**config.mk**
```make
export PLATFORM = sky130hd
export DESIGN_NAME = hps_vram_wr_buffer
export DESIGN_NICKNAME = d
export VERILOG_FILES = /design/src/rtl/hps_vram_wr_buffer.sv
export SDC_FILE = /design/constraint.sdc
export NUM_CORES = 2
export LEC_CHECK = 0
export ABC_CLOCK_PERIOD_IN_PS = 32800
export CAP_MARGIN = 25
export CORE_MARGIN = 3
export CORE_UTILIZATION = 41
export DETAILED_ROUTE_END_ITERATION = 6
export PLACE_DENSITY = 0.63
export SLEW_MARGIN = 20
export SYNTH_ARGS = -nofsm -noshare
export SYNTH_HDL_FRONTEND = slang
export SYNTH_SLANG_ARGS = --single-unit
```
**constraint.sdc**
```tcl
create_clock -name clock_clk -period 32.8 [get_ports clock_clk]
set_clock_uncertainty 0.1 [all_clocks]
set_input_delay 9.84 -clock clock_clk [delete_from_list [all_inputs] [get_ports clock_clk]]
set_output_delay 9.84 -clock clock_clk [all_outputs]
set_load 0.02 [all_outputs]
```
**src/rtl/hps_vram_wr_buffer.sv**
```systemverilog
// -----------------------------------------------------------------------------
// hps_vram_wr_buffer
//
// Purpose:
//   Buffers HPS writes to VRAM in a FIFO and commits them to VRAM only inside
//   the vblank window. A one-cycle vram_sync pulse from the PPU snapshots the
//   current occupancy N. Exactly those N entries are then drained, one per
//   cycle and in push order. A one-cycle cpu_vram_wr_irq pulse follows the
//   last committed write.
//
// Handshake:
//   hps_vram_wren is a valid-only strobe with no ready. The write is accepted
//   in the cycle it is asserted if the FIFO is not full. If the FIFO is full
//   the write is dropped and the FIFO contents are left unchanged. The VRAM
//   side is likewise valid-only: vram_wren marks one write per cycle and VRAM
//   is assumed to always accept it.
//
// Ports:
//   clock_clk         in   1  sole clock, rising edge
//   reset_reset       in   1  synchronous active-high reset
//   hps_vram_wraddr   in  13  HPS write word address
//   hps_vram_wren     in   1  HPS write strobe (one write per cycle)
//   hps_vram_wrdata   in  64  HPS write data
//   hps_vram_byteena  in   8  HPS byte enables
//   vram_sync         in   1  vblank-start pulse, opens the commit window
//   vram_wraddr       out 13  VRAM write address (registered)
//   vram_wren         out  1  VRAM write strobe (registered)
//   vram_wrdata       out 64  VRAM write data (registered)
//   vram_byteena      out  8  VRAM byte enables (registered)
//   cpu_vram_wr_irq   out  1  one-cycle pulse, commit finished
//   buf_full          out  1  FIFO holds DEPTH entries
//   buf_overflow      out  1  sticky dropped-write flag
//   dbg_state         out  2  current FSM state (0 IDLE, 1 DRAIN, 2 DONE)
//
// Configuration:
//   DEPTH                      FIFO entry count, a power of 2 from 4 to 64.
//   HPS_VRAM_BUF_OVERFLOW_EN   When this macro is defined, buf_overflow is a
//                              sticky register. It sets on any dropped write
//                              and clears only on reset. When the macro is
//                              undefined, buf_overflow is tied to 0 and no
//                              overflow register exists.
// -----------------------------------------------------------------------------
module hps_vram_wr_buffer #(
  parameter int DEPTH = 16
) (
  input  logic        clock_clk,
  input  logic        reset_reset,
  input  logic [12:0] hps_vram_wraddr,
  input  logic        hps_vram_wren,
  input  logic [63:0] hps_vram_wrdata,
  input  logic [7:0]  hps_vram_byteena,
  input  logic        vram_sync,
  output logic [12:0] vram_wraddr,
  output logic        vram_wren,
  output logic [63:0] vram_wrdata,
  output logic [7:0]  vram_byteena,
  output logic        cpu_vram_wr_irq,
  output logic        buf_full,
  output logic        buf_overflow,
  output logic [1:0]  dbg_state
);

  localparam int AW = $clog2(DEPTH);

  typedef enum logic [1:0] {
    ST_IDLE  = 2'd0,
    ST_DRAIN = 2'd1,
    ST_DONE  = 2'd2
  } state_t;

  state_t state_q, state_d;

  // FIFO storage. The storage has no reset because emptiness is tracked
  // entirely by the pointers and the occupancy count.
  logic [12:0] mem_addr [DEPTH];
  logic [63:0] mem_data [DEPTH];
  logic [7:0]  mem_be   [DEPTH];

  logic [AW-1:0] wr_ptr_q, rd_ptr_q;
  logic [AW:0]   occ_q, occ_d;
  logic [AW:0]   drain_q, drain_d;

  logic push;
  logic pop;

  assign buf_full  = (occ_q == (AW+1)'(DEPTH));
  assign push      = hps_vram_wren & ~buf_full;
  assign dbg_state = state_q;

  // ---------------------------------------------------------------------------
  // FSM: the state register and the drain counter
  // ---------------------------------------------------------------------------
  always_ff @(posedge clock_clk) begin
    if (reset_reset) begin
      state_q <= ST_IDLE;
      drain_q <= '0;
    end else begin
      state_q <= state_d;
      drain_q <= drain_d;
    end
  end

  // The drain count is frozen at the sync-time occupancy. Writes that are
  // pushed during DRAIN therefore stay in the FIFO until the next window.
  always_comb begin
    state_d = state_q;
    drain_d = drain_q;
    pop     = 1'b0;
    case (state_q)
      ST_IDLE: begin
        if (vram_sync) begin
          if (occ_q != '0) begin
            drain_d = occ_q;
            state_d = ST_DRAIN;
          end else begin
            state_d = ST_DONE;
          end
        end
      end
      ST_DRAIN: begin
        pop     = 1'b1;
        drain_d = drain_q - (AW+1)'(1);
        if (drain_q == (AW+1)'(1)) begin
          state_d = ST_DONE;
        end
      end
      ST_DONE: begin
        state_d = ST_IDLE;
      end
      default: begin
        state_d = ST_IDLE;
      end
    endcase
  end

  // ---------------------------------------------------------------------------
  // FIFO pointers and occupancy
  // ---------------------------------------------------------------------------
  always_comb begin
    occ_d = occ_q;
    case ({push, pop})
      2'b10:   occ_d = occ_q + (AW+1)'(1);
      2'b01:   occ_d = occ_q - (AW+1)'(1);
      default: occ_d = occ_q;
    endcase
  end

  always_ff @(posedge clock_clk) begin
    if (reset_reset) begin
      wr_ptr_q <= '0;
      rd_ptr_q <= '0;
      occ_q    <= '0;
    end else begin
      if (push) wr_ptr_q <= wr_ptr_q + AW'(1);
      if (pop)  rd_ptr_q <= rd_ptr_q + AW'(1);
      occ_q <= occ_d;
    end
  end

  always_ff @(posedge clock_clk) begin
    if (push && !reset_reset) begin
      mem_addr[wr_ptr_q] <= hps_vram_wraddr;
      mem_data[wr_ptr_q] <= hps_vram_wrdata;
      mem_be[wr_ptr_q]   <= hps_vram_byteena;
    end
  end

  // ---------------------------------------------------------------------------
  // Registered VRAM port and the completion pulse
  // ---------------------------------------------------------------------------
  // The DONE state is entered in the same cycle that the last write is
  // presented. Registering the pulse places the irq one cycle after the last
  // vram_wren.
  always_ff @(posedge clock_clk) begin
    if (reset_reset) begin
      vram_wren       <= 1'b0;
      vram_wraddr     <= '0;
      vram_wrdata     <= '0;
      vram_byteena    <= '0;
      cpu_vram_wr_irq <= 1'b0;
    end else begin
      vram_wren       <= pop;
      cpu_vram_wr_irq <= (state_q == ST_DONE);
      if (pop) begin
        vram_wraddr  <= mem_addr[rd_ptr_q];
        vram_wrdata  <= mem_data[rd_ptr_q];
        vram_byteena <= mem_be[rd_ptr_q];
      end
    end
  end

  // ---------------------------------------------------------------------------
  // Overflow flag
  // ---------------------------------------------------------------------------
`ifdef HPS_VRAM_BUF_OVERFLOW_EN
  logic overflow_q;

  always_ff @(posedge clock_clk) begin
    if (reset_reset) begin
      overflow_q <= 1'b0;
    end else if (hps_vram_wren && buf_full) begin
      overflow_q <= 1'b1;
    end
  end

  assign buf_overflow = overflow_q;
`else
  assign buf_overflow = 1'b0;
`endif

endmodule

```
# Word-level counts from Yosys, hierarchy flattened
# Memory sizes are Yosys's and may differ from the RTL's. A register that Yosys moved wholly into a read port is not among the register bits.
# Index checks and enable logic that the tools add are counted.
op_classes:
  n_addsub: 5
  n_mul: 0
  n_div: 0
  magnitude_cmp: 0
  eq_ne: 9
  shifts: 0
  n_mux: 11
  bitwise: 2
  n_reduce_logical: 8
op_table:
  columns: ["cell", "n"]
  rows:
  - ["$pmux W5 S2", 2]
  - ["$mux W5", 2]
  - ["$sub A5 B1 Y5 const B", 2]
  - ["$add A4 B1 Y4 const B", 2]
  - ["$mux W2", 3]
  - ["$ne A2 B2 Y1 const B", 3]
  - ["$add A5 B1 Y5 const B", 1]
  - ["$eq A5 B1 Y1 const B", 1]
  - ["$eq A5 B5 Y1 const B", 1]
  - ["$reduce_bool A5 Y1", 1]
  - ["$eq A2 B1 Y1 const B", 2]
  - ["$eq A2 B2 Y1 const B", 2]
  - ["$pmux W2 S2", 1]
  - ["$reduce_bool A2 Y1", 2]
  - ["$mux W1", 3]
  - ["$reduce_and A3 Y1", 1]
  - ["$logic_not A2 Y1", 1]
  - ["$reduce_and A2 Y1", 1]
  - ["$and A1 B1 Y1", 1]
  - ["$logic_and A1 B1 Y1", 1]
  - ["$logic_not A1 Y1", 1]
  - ["$not A1 Y1", 1]
totals:
  reg_bits: 22
  latchBits: 0
  mem_bits_rw: 1360
  rom_bits: 0
  input_bits: 89
  out_inout_bits: 91
  word_cells: 45
  n_memories: 3
memory_table:
  columns: ["name", "words", "word_bits", "rd", "rd_ports_with_merged_regs", "wr", "line", "rtl"]
  rows:
  - ["mem_data", 16, 64, 1, 1, 1, "76", "logic [63:0] mem_data [DEPTH];"]
  - ["mem_addr", 16, 13, 1, 1, 1, "75", "logic [12:0] mem_addr [DEPTH];"]
  - ["mem_be", 16, 8, 1, 1, 1, "77", "logic [7:0] mem_be [DEPTH];"]

# Longest topological paths before layout
depth:
  word_depth: 6
  depth_mapped: 9
  mapped_depth_nobuf: 9

# Worst setup path after synthesis
# No wires, ideal clock.
synth_timing:
  path_type: "input to register"
  start: "input port reset_reset"
  end: "memory mem_addr[2][0] (enable)"
  setup_ps: 633
  arrival_ps: 16309
  t_required_ps: 32068
  slack_ps: 15758
  path_stages: 4
  path_buffers: 1
  path_cell_list: "buf_2 a211oi_1 nand2_1 nor3_1"
synth_via:
  elab_chain_cells: 4
synth_rtl:
  columns: ["item", "line", "rtl"]
  rows:
  - ["from (decl)", "47", "input logic reset_reset,"]
  - ["$logic_not A1 Y1", "161", "if (push && !reset_reset) begin"]
  - ["$logic_and A1 B1 Y1", "161", null]
  - ["$mux W1", "161", null]
  - ["$mux W1 (implied by the code)", "162", "mem_addr[wr_ptr_q] <= hps_vram_wraddr;"]
  - ["to (decl)", "75", null]
# No other way between the ends.

# Final worst setup path
layout_timing:
  start: "input port reset_reset"
  end: "memory mem_be[10][7] (enable)"
layout_via:
  elab_chain_cells: 4
layout_rtl:
  columns: ["item", "line", "rtl"]
  rows:
  - ["$logic_not A1 Y1", "161", null]
  - ["$logic_and A1 B1 Y1", "161", null]
  - ["$mux W1", "161", null]
  - ["$mux W1 (implied by the code)", "164", "mem_be[wr_ptr_q] <= hps_vram_byteena;"]
  - ["to (decl)", "77", null]
# No other way between the ends.

==> flow_summary_export.csv <==
group,metric,value,unit
floorplan,die-area,138100,um2
sta,post-route-period-util,39.92,%
critical_path,cpLargestDelayFamily,"buffers and inverters",
finish,drive_above_1_share,22.60,%
yosys,seq_area_frac_synth,78.44,%
clocking,clk_path_buf_depth,3,
clocking,hold_buffers,0,
yosys,yosysMostFrequentCell,"edfxtp_1",
power,intPower,0.003257,W
yosys,synthCells,2416,
critical_path,worstSetupEndpointType,"flip-flop",
sta,clock.fmax,0.07636,GHz
global_route,grt_pass1_wl,178300,um
yosys,yosysWarnings,0,
finish,num-fill-cells,10624,
critical_path,cpPeakStageDelay,0.88,ns
floorplan,die_h,371.6,um
detailed_routing,via_per_inst,5.561,
yosys,yosysTopAreaCell,"edfxtp_1",
detailed_routing,ant_nets,0,
power,p_total,0.004212,W
critical_path,criticalPathCategory,"in -> reg",
place,dpl.cell_count,4269,
clocking,ctsResizeCount,0,
sta,tns,0,ns
sta,drv_slew,0,
critical_path,cp_num_buf_inv,3,
detailed_routing,wl_per_cell,26.11,um
clocking,h-tree-depth,4,
power,cellPowerDensity,66.23,nW/um2
detailed_routing,dr.pass1.iters,5,
sta,worst_pin_slew,1.046,ns
detailed_routing,drcViolationCount,0,
floorplan,die_x,371.6,um
finish,utilization,48.13,%
clocking,cts_buffers,151,
critical_path,cpMostUsedCell,"buf_4",
critical_path,cp.arrival,13.34,ns
power,combPwrFrac,9.1,%
power,peakVddDrop,0.05498,mV
yosys,synth_area,54800,um2
global_route,grt_max_degree,105,
power,power_frac_seq,51.0,%
place,port-buffer-count,178,
power,swShare,22.68,%
yosys,yosys.cell_types.count,47,
yosys,syn-num-nets,2517,
hold_path,hold_path.class,"reg -> reg",
yosys,ys_top_cells_by_area,"edfxtp_1 (75%), mux4_2 (14%), dfxtp_1 (3.9%)",
run,cap_viol_max_count,0,
floorplan,rows,133,
floorplan,io-pin-count,180,
sta,slew_headroom,30.24,%
clocking,postCtsSetupBuffers,0,
yosys,synth_edf_count,1360,
clocking,clkSinkCount,1467,
clocking,cts_tree,"done",
status,status,"complete, no violations",
global_route,grt-ovfl-total,0,
global_route,antenna_found_initial,9,
yosys,synthArstFlopShare,0,%
yosys,synthTopCellsByCount,"edfxtp_1 (1,360), mux4_2 (332), dfxtp_1 (107)",
finish,fin_nets,2770,
detailed_routing,vias,25325,
critical_path,crit_slowest_cell,"buf_4",
sta,min_period,13.10,ns
yosys,syn_area_per_cell,22.68,um2
floorplan,design.core.area,132100,um2
power,p_leak,19.09,nW
critical_path,path_cells,"clkdlybuf4s50_1, buf_4, a211oi_1, nand2_1, nor2_4, buf_4",
power,p_switching,0.0009552,W
place,hpwl,66740,um
detailed_routing,drt_wl_total,118900,um
critical_path,cp_max_fo,60,
critical_path,cp.required,33.05,ns
finish,area_growth,16.06,%
clocking,clock-root-buffer,"clkbuf_16",
global_route,grt_pass1_vias,26760,
global_route,grt_usage,17.47,%
sta,hold_viol_final,0,
clocking,clk_pin_slew,0.06,ns
yosys,ys_ff_latch,1467,
sta,rsz0062_at_grt,"false",
finish,instances_no_fill,4554,
critical_path,start_kind,"primary input",
place,gp_congestion,0.7295,
sta,setup_violations,0,
power,power.clock.fraction,39.9,%
yosys,yosysTopAreaCellShare,74.53,%
clocking,insertion_delay,0.75,ns
yosys,synth_ff_type,"edfxtp_1",
detailed_routing,drtIter0Drc,2506,
floorplan,floorplan.initialDensity,41.47,%
## worst reg2reg max path: cells and delay by family (launching register included)
kind | cells | cell delay [ns]
buffers and inverters | 1 | 0.89
AOI/OAI and AO/OA | 1 | 0.67
DFF | 1 | 0.52
and+or+nand+nor | 3 | 1.39
## path summary, 6_finish.rpt
| path | from | end | slack [ns] | cells after the start |
|---|---|---|---|---|
| setup / recovery | reset_reset | mem_be[10][7]$_DFFE_PP_ | 19.70 | 6 |
| hold / removal | vram_wraddr[10]$_SDFFE_PP0N_ | vram_wraddr[10]$_SDFFE_PP0N_ | 0.38 | 2 |
| setup reg to reg | occ_q[0]$_SDFFE_PP0P_ | mem_be[10][7]$_DFFE_PP_ | 28.76 | 5 |
| hold reg to reg | vram_wraddr[10]$_SDFFE_PP0N_ | vram_wraddr[10]$_SDFFE_PP0N_ | 0.38 | 2 |
## routing by layer
layer | up-vias | global-route usage, % | share of wire (%)
li1 | 10745 | - | -
met1 | 13602 | 24.33 | 43
met2 | 817 | 28.39 | 49
met3 | 157 | 3.264 | 6.2
met4 | 4 | 4.739 | 1.7
met5 | - | 0 | 0.023
## per-stage QoR
step	setup WS [ns]	hold slack, ns	area [um2]
after floorplan	15.76	0.3547	54800
after global placement	18.62	0.3683	58500
after detailed placement	18.85	0.3723	58600
after CTS	19.65	0.3847	63540
after global routing	19.50	0.4056	63590
final	19.70	0.3757	63600
## cells by family after synthesis
family	synth area share (%)
AO/OA/AOI/OAI	2.697
AND/OR/NAND/NOR	1.272
multiplexers	15.66
adder cells (fa/ha/maj)	0.2877
flip-flops	78.44
XOR/XNOR	0.1438
other	0.006843
buffers and inverters	1.500
## cells in the final DEF, fill, tap and decap left out, types with 4 or more instances in the layout
cell / n
xor2_1: 5
clkbuf_1: 43
clkbuf_8: 8
dfxtp_1: 104
inv_6: 4
mux2i_1: 88
nor2_1: 22
nor3_2: 4
nand2_1: 97
bufinv_16: 12
a211oi_1: 4
o211ai_1: 87
clkinv_2: 28
ha_1: 11
edfxtp_1: 1360
mux4_2: 332
a21oi_1: 10
inv_1: 9
nand2b_1: 4
buf_4: 46
a22oi_1: 85
buf_16: 5
mux4_1: 8
xnor2_1: 4
clkdlybuf4s50_1: 178
clkinv_1: 19
nor2_4: 13
clkbuf_16: 158
## area by class of cell
cell class	instances	area (um2)	share of cell area [%]
Tap cell	1755	2196	3.453
Clock buffer	209	4225	6.644
Multi-Input combinational cell	809	11130	17.50
Timing Repair Buffer	231	2305	3.624
Antenna cell	3	7.507	0.01180
Clock inverter	71	710.7	1.117
Inverter	9	33.78	0.05312
Sequential cell	1467	42990	67.60
## power groups by stage
stage	sequential (W)	combinational [W]	clock [W]
after global routing	0.00215	0.000414	0.00180
after global placement	0.00219	0.000379	0
final	0.00215	0.000384	0.00168
after detailed placement	0.00219	0.000389	0
after floorplan	0.00219	0.000202	0
after CTS	0.00215	0.000389	0.00172
## flip-flops by register name (all words and copies together) (netlist names)
| signal | count |
|---|---|
| vram_wraddr | 13 |
| mem_addr | 208 |
| occ_q | 5 |
| mem_data | 1024 |
| vram_wren | 1 |
| wr_ptr_q | 4 |
| vram_byteena | 8 |
| drain_q | 5 |
| cpu_vram_wr_irq | 1 |
| mem_be | 128 |
| rd_ptr_q | 4 |
| vram_wrdata | 64 |
| dbg_state | 2 |
Power figures use the tool's default switching activity.
